==> src/rtl/pipe_ctrl.sv <==
// Y86-64 pipeline control: stall/bubble generation, post-reset flush sequencing,
// halt on a non-AOK retirement and saturating performance counters.
module pipe_ctrl #(
    parameter int unsigned CNT_W        = 32,
    parameter int unsigned FLUSH_CYCLES = 4
) (
    input  logic             clk,
    input  logic             reset,
    input  logic [3:0]       D_icode,
    input  logic [3:0]       d_srcA,
    input  logic [3:0]       d_srcB,
    input  logic [3:0]       E_icode,
    input  logic [3:0]       E_dstM,
    input  logic             e_Cnd,
    input  logic [3:0]       M_icode,
    input  logic [0:3]       m_stat,
    input  logic [0:3]       W_stat,
    input  logic [3:0]       W_icode,
    output logic             F_stall,
    output logic             D_stall,
    output logic             D_bubble,
    output logic             E_bubble,
    output logic             M_bubble,
    output logic             W_stall,
    output logic             halted,
    output logic [0:3]       cpu_stat,
    output logic [CNT_W-1:0] cycle_cnt,
    output logic [CNT_W-1:0] instr_cnt,
    output logic [CNT_W-1:0] bubble_cnt
);

    localparam logic [3:0] I_NOP    = 4'h1;
    localparam logic [3:0] I_MRMOVQ = 4'h5;
    localparam logic [3:0] I_JXX    = 4'h7;
    localparam logic [3:0] I_RET    = 4'h9;
    localparam logic [3:0] I_POPQ   = 4'hB;
    localparam logic [3:0] R_NONE   = 4'hF;
    localparam logic [0:3] S_AOK    = 4'b1000;

    localparam int unsigned FW = (FLUSH_CYCLES > 1) ? $clog2(FLUSH_CYCLES) : 1;
    localparam logic [FW-1:0] FLUSH_LAST = FW'(FLUSH_CYCLES - 1);

    typedef enum logic [1:0] {StFlush, StRun, StHalted} state_e;

    state_e           state_q, state_d;
    logic [FW-1:0]    flush_cnt_q, flush_cnt_d;
    logic [0:3]       cpu_stat_q, cpu_stat_d;
    logic [CNT_W-1:0] cycle_cnt_q, cycle_cnt_d;
    logic [CNT_W-1:0] instr_cnt_q, instr_cnt_d;
    logic [CNT_W-1:0] bubble_cnt_q, bubble_cnt_d;

    logic loaduse, mispred, retq, exc_m, exc_w;

    function automatic logic [CNT_W-1:0] sat_inc(input logic [CNT_W-1:0] v);
        return (&v) ? v : v + CNT_W'(1);
    endfunction

    always_comb begin
        loaduse = ((E_icode == I_MRMOVQ) || (E_icode == I_POPQ)) && (E_dstM != R_NONE) &&
                  ((E_dstM == d_srcA) || (E_dstM == d_srcB));
        mispred = (E_icode == I_JXX) && !e_Cnd;
        retq    = (D_icode == I_RET) || (E_icode == I_RET) || (M_icode == I_RET);
        exc_m   = (m_stat != S_AOK);
        exc_w   = (W_stat != S_AOK);
    end

    // Reset overrides every state so the pipe registers are flushed while reset is held.
    always_comb begin
        F_stall  = 1'b0;
        D_stall  = 1'b0;
        D_bubble = 1'b0;
        E_bubble = 1'b0;
        M_bubble = 1'b0;
        W_stall  = 1'b0;
        if (reset || (state_q == StFlush)) begin
            F_stall  = 1'b1;
            D_bubble = 1'b1;
            E_bubble = 1'b1;
            M_bubble = 1'b1;
        end else if (state_q == StRun) begin
            F_stall  = loaduse || retq;
            D_stall  = loaduse;
            D_bubble = mispred || (retq && !loaduse);
            E_bubble = mispred || loaduse;
            M_bubble = exc_m || exc_w;
            W_stall  = exc_w;
        end else begin
            F_stall  = 1'b1;
            D_stall  = 1'b1;
            M_bubble = 1'b1;
            W_stall  = 1'b1;
        end
    end

    always_comb begin
        state_d      = state_q;
        flush_cnt_d  = flush_cnt_q;
        cpu_stat_d   = cpu_stat_q;
        cycle_cnt_d  = cycle_cnt_q;
        instr_cnt_d  = instr_cnt_q;
        bubble_cnt_d = bubble_cnt_q;
        unique case (state_q)
            StFlush: begin
                if (flush_cnt_q == FLUSH_LAST) begin
                    state_d     = StRun;
                    flush_cnt_d = '0;
                end else begin
                    flush_cnt_d = flush_cnt_q + FW'(1);
                end
            end
            StRun: begin
                cycle_cnt_d = sat_inc(cycle_cnt_q);
                if (!exc_w && (W_icode != I_NOP)) begin
                    instr_cnt_d = sat_inc(instr_cnt_q);
                end
                if (D_bubble || E_bubble) begin
                    bubble_cnt_d = sat_inc(bubble_cnt_q);
                end
                if (exc_w) begin
                    state_d    = StHalted;
                    cpu_stat_d = W_stat;
                end
            end
            StHalted: begin
                state_d = StHalted;
            end
            default: begin
                state_d = StFlush;
            end
        endcase
    end

    always_ff @(posedge clk) begin
        if (reset) begin
            state_q      <= StFlush;
            flush_cnt_q  <= '0;
            cpu_stat_q   <= S_AOK;
            cycle_cnt_q  <= '0;
            instr_cnt_q  <= '0;
            bubble_cnt_q <= '0;
        end else begin
            state_q      <= state_d;
            flush_cnt_q  <= flush_cnt_d;
            cpu_stat_q   <= cpu_stat_d;
            cycle_cnt_q  <= cycle_cnt_d;
            instr_cnt_q  <= instr_cnt_d;
            bubble_cnt_q <= bubble_cnt_d;
        end
    end

    assign halted     = (state_q == StHalted);
    assign cpu_stat   = cpu_stat_q;
    assign cycle_cnt  = cycle_cnt_q;
    assign instr_cnt  = instr_cnt_q;
    assign bubble_cnt = bubble_cnt_q;

endmodule

==> config.mk <==
export PLATFORM = sky130hd
export DESIGN_NAME = pipe_ctrl
export DESIGN_NICKNAME = d
export VERILOG_FILES = /design/src/rtl/pipe_ctrl.sv
export SDC_FILE = /design/constraint.sdc
export NUM_CORES = 1
export LEC_CHECK = 0
export CAP_MARGIN = 0
export CORE_MARGIN = 4
export CORE_UTILIZATION = 41
export DETAILED_ROUTE_END_ITERATION = 7
export PLACE_DENSITY = 0.7
export SLEW_MARGIN = 30
export SYNTH_ARGS = -nofsm -noshare
export SYNTH_HDL_FRONTEND = slang
export SYNTH_SLANG_ARGS = --single-unit
==> constraint.sdc <==
create_clock -name clk -period 3.45 [get_ports clk]
set_input_delay 0.5175 -clock clk [delete_from_list [all_inputs] [get_ports clk]]
set_output_delay 0.5175 -clock clk [all_outputs]
set_load 0.02 [all_outputs]
==> impl_results.md <==
- Number of ports placed on the die boundary: about 150
- Final setup fails: 0
- Crit path setup slack, layout: 322.3 ps
- Maximum fanout along the worst path: 4
- Vias in the first global route: approximately 4900
- Leftover overflow at the end of global routing: 0
- Post-synthesis instance area: 0.005311 mm^2
- Die Width: about 120 um
- Post-layout instance area: slightly above 0.007 mm^2
- Mapped Cells: between 600 and 700
- Number of antenna violations at the first check in global routing: 0
- Run status: completed
- Iteration-0 DRC Markers: ~300
- Site row count: a little over 40
- Count of cells along the worst register-to-register path: 8
- Leakage power: between 2 and 2.5 nW
- DP Area: 0.006888 mm^2
- Complex-gate fraction of the synthesized area: around a tenth
- Pwr Density: 344.1 mW/mm^2
- Dominant combinational cell family by area after synthesis: simple AND/OR/NAND/NOR gates
- Post-route DRC: 0
- Count of flip-flops with a built-in enable after synthesis: 0
- Hold bufs inserted after CTS: 0
- GR Layer Usage met2: between 30% and 40%
- FFs w/ async S/R, synth: 0%
- Area Overhead vs Synth: 35.03%
- Dominant cells by area after synthesis: dfxtp_1 (39%), xnor2_1 (7.6%), nor2_1 (6.6%)
- Cts bufs inserted: 9
- Distinct cells, synth: 52
- Commonest non-fill, non-tap cells in the layout: clkdlybuf4s50_1 (144), dfxtp_1 (104), nor2_1 (93)
- Sink Count: 104
- Total negative slack: 0 ps
- DRT Wirelength: 14.81 mm
- Post-DP HPWL: 10.88 mm
- Die outline area: 0.01484 mm^2
- Sequential area share after synthesis: between 30% and 40%
- Synthesized netlist net count: 681
- Largest voltage drop on the vdd net: 0.0002067 V
- Maximum number of pins on one net before global-route repair: about 110
- Post-CTS setup buffer count: 0
- Maximum clock rate: 0.3197 GHz
- Vias: ~5100
- Via/cell ratio: 5.434
- Average cell area after synthesis: about 8.4 um^2
- Global routing met1 resource utilization: between 20% and 30%
- Transition at the pin with the smallest max-transition slack: around 820 ps
- Longest Clk Path Bufs: 2
- Clock slew at reported path FFs: approximately 70 ps
- Unrepaired setup endpoints after global routing: no
- Worst skew pair latency: between 300 and 400 ps
- Yosys synthesis warning count: 0
- Number of register bits inferred by synthesis: 104
- Iteration count of the initial detailed-routing pass: 6
- XOR/XNOR Fraction of Synth Area: between 10% and 20%
- Startpoint of the lowest-slack register-to-register path: state_q[0]$_SDFFE_PP0P_
- Leading cell type in the layout, fill and taps excluded: clkdlybuf4s50_1
- Root Buffer Master: clkbuf_16
- Share of final-layout standard cells stronger than drive strength 1: roughly 4%
- Die Height: roughly 120 um
- CTS tree: yes
- Source of the worst hold timing path: cpu_stat[2]$_SDFFE_PP0P_
- Worst EP arrival: ~2600 ps
- Nets@finish: 813
- Headroom to the max-slew limit: between 40% and 50%
- Max capacitance violation total: 0
- Weighted congestion at the end of routability-driven global placement: between 0.8 and 0.9
- Met3 GRT Util: between 4 and 5%
- Post-synthesis simple-gate area fraction: 32.34%
- Port buffer count: approximately 150
- Crit path launch type: input port
- Crit path kind: in2out
- Final period utilization: roughly nine tenths
- Average wire per cell in the routed design: approximately 16 um
- Final-report hold violation count: 0
- Total power consumption of the routed design: 2.468 mW
- Number of nets still failing antenna checks after routing: 0
- Area leader, netlist: dfxtp_1
- Final count of pins violating max slew: 0
- Worst min-delay path class: reg2reg
- H-tree depth reported by CTS: 3
- Area share of fa/ha/maj cells after synthesis: under 10%
- Initial Util: between 40% and 50%
- Worst Hold Depth: 2
- Crit. End Element: primary output
- Total routing usage reported by global routing: between 10% and 20%
- Commonest register cell after synthesis: dfxtp_1
- Wire length of the first global-routing pass: about 24 mm
- Antenna diode instance count: 0
- Busiest grt layer: met2
- Source of the critical timing path: E_icode[2]
- Period minus WS final: 3128 ps
- Worst setup timing slack at the placement stage: around 310 ps
- Post-synth top area share: approximately two fifths
- Critical path data required time: between 2000 and 3000 ps
- # resized after CTS: 0
- Floorplan Core Area: roughly 0.013 mm^2
- Clock Skew: just under 9 ps
- Post-synthesis mux area share: between 1 and 1.5%
## logic make-up (layout without fill, tap and decap cells)
kind of cell	count (synthesis)	count (layout)
AND/OR/NAND/NOR	326	326
flip-flops	104	104
XOR/XNOR	77	77
AO/OA/AOI/OAI	72	72
buffers and inverters	42	179
adder cells (fa/ha/maj)	7	7
multiplexers	7	7
## flip-flops by register name, summed over array words and instances, names as in the netlist
signal       count
flush_cnt_q      2
bubble_cnt      32
cpu_stat         4
cycle_cnt       32
instr_cnt       32
state_q          2
## critical path: stages
cell             delay, ps
clkdlybuf4s50_1        510
and3b_1                190
o211ai_1               310
a21oi_1                 70
nor2_1                 130
nor2_1                  70
o21ai_0                180
clkdlybuf4s50_1        630
## synthesized netlist by cell type (all sizes together) (2+ instances only)
| cell type | number |
|---|---|
| nor4bb | 3 |
| nor4 | 14 |
| xor2 | 31 |
| nor2b | 3 |
| and3 | 18 |
| and2 | 5 |
| o31ai | 11 |
| a22oi | 3 |
| or4 | 11 |
| or3 | 12 |
| ha | 7 |
| or2 | 2 |
| nand3 | 34 |
| o21ai | 15 |
| buf | 7 |
| nand4 | 33 |
| clkbuf | 22 |
| a21oi | 26 |
| nand2b | 3 |
| nand2 | 41 |
| and4 | 10 |
| nor4b | 2 |
| nor3 | 31 |
| o2111ai | 4 |
| inv | 13 |
| mux2 | 2 |
| nor2 | 93 |
| nor3b | 4 |
| a211oi | 2 |
| xnor2 | 46 |
| dfxtp | 104 |
| o211ai | 7 |
| mux2i | 5 |
## area by class of cell
class | instances | area (um^2)
Clock buffer | 12 | 256.5
Clock inverter | 4 | 27.53
Fill cell | 1176 | 5499
Inverter | 13 | 48.80
Multi-Input combinational cell | 489 | 3052
Sequential cell | 104 | 2082
Tap cell | 172 | 215.2
Timing Repair Buffer | 150 | 1490
## routing by layer
layer	vias up	wire length [um]
li1	2531	-
met1	2428	6659
met2	157	7027
met3	14	960
met4	0	157
met5	-	0
## through the flow
step	hold WS, ps	instances	utilization [%]
3_5_place_dp	487.7	928	54.36
3_3_place_gp	477.4	928	54.33
2_1_floorplan	464.6	635	-
4_1_cts	510.9	944	56.60
5_1_grt	541.6	944	56.60
6_report	507.0	944	56.60
## report_power, final
group | internal, mW | switching, mW
clock | 0.531 | 0.451
combinational | 0.114 | 0.140
sequential | 1.22 | 0.0150
## worst paths after layout
| check | to | slack (ps) |
|---|---|---|
| hold / removal | cpu_stat[2]$_SDFFE_PP0P_ | 510 |
| setup reg to reg | bubble_cnt[2]$_SDFFE_PP0P_ | 670 |
| hold reg to reg | cpu_stat[2]$_SDFFE_PP0P_ | 510 |
| setup / recovery | D_bubble | 320 |
No activity file was read; power rests on OpenSTA's default activity.
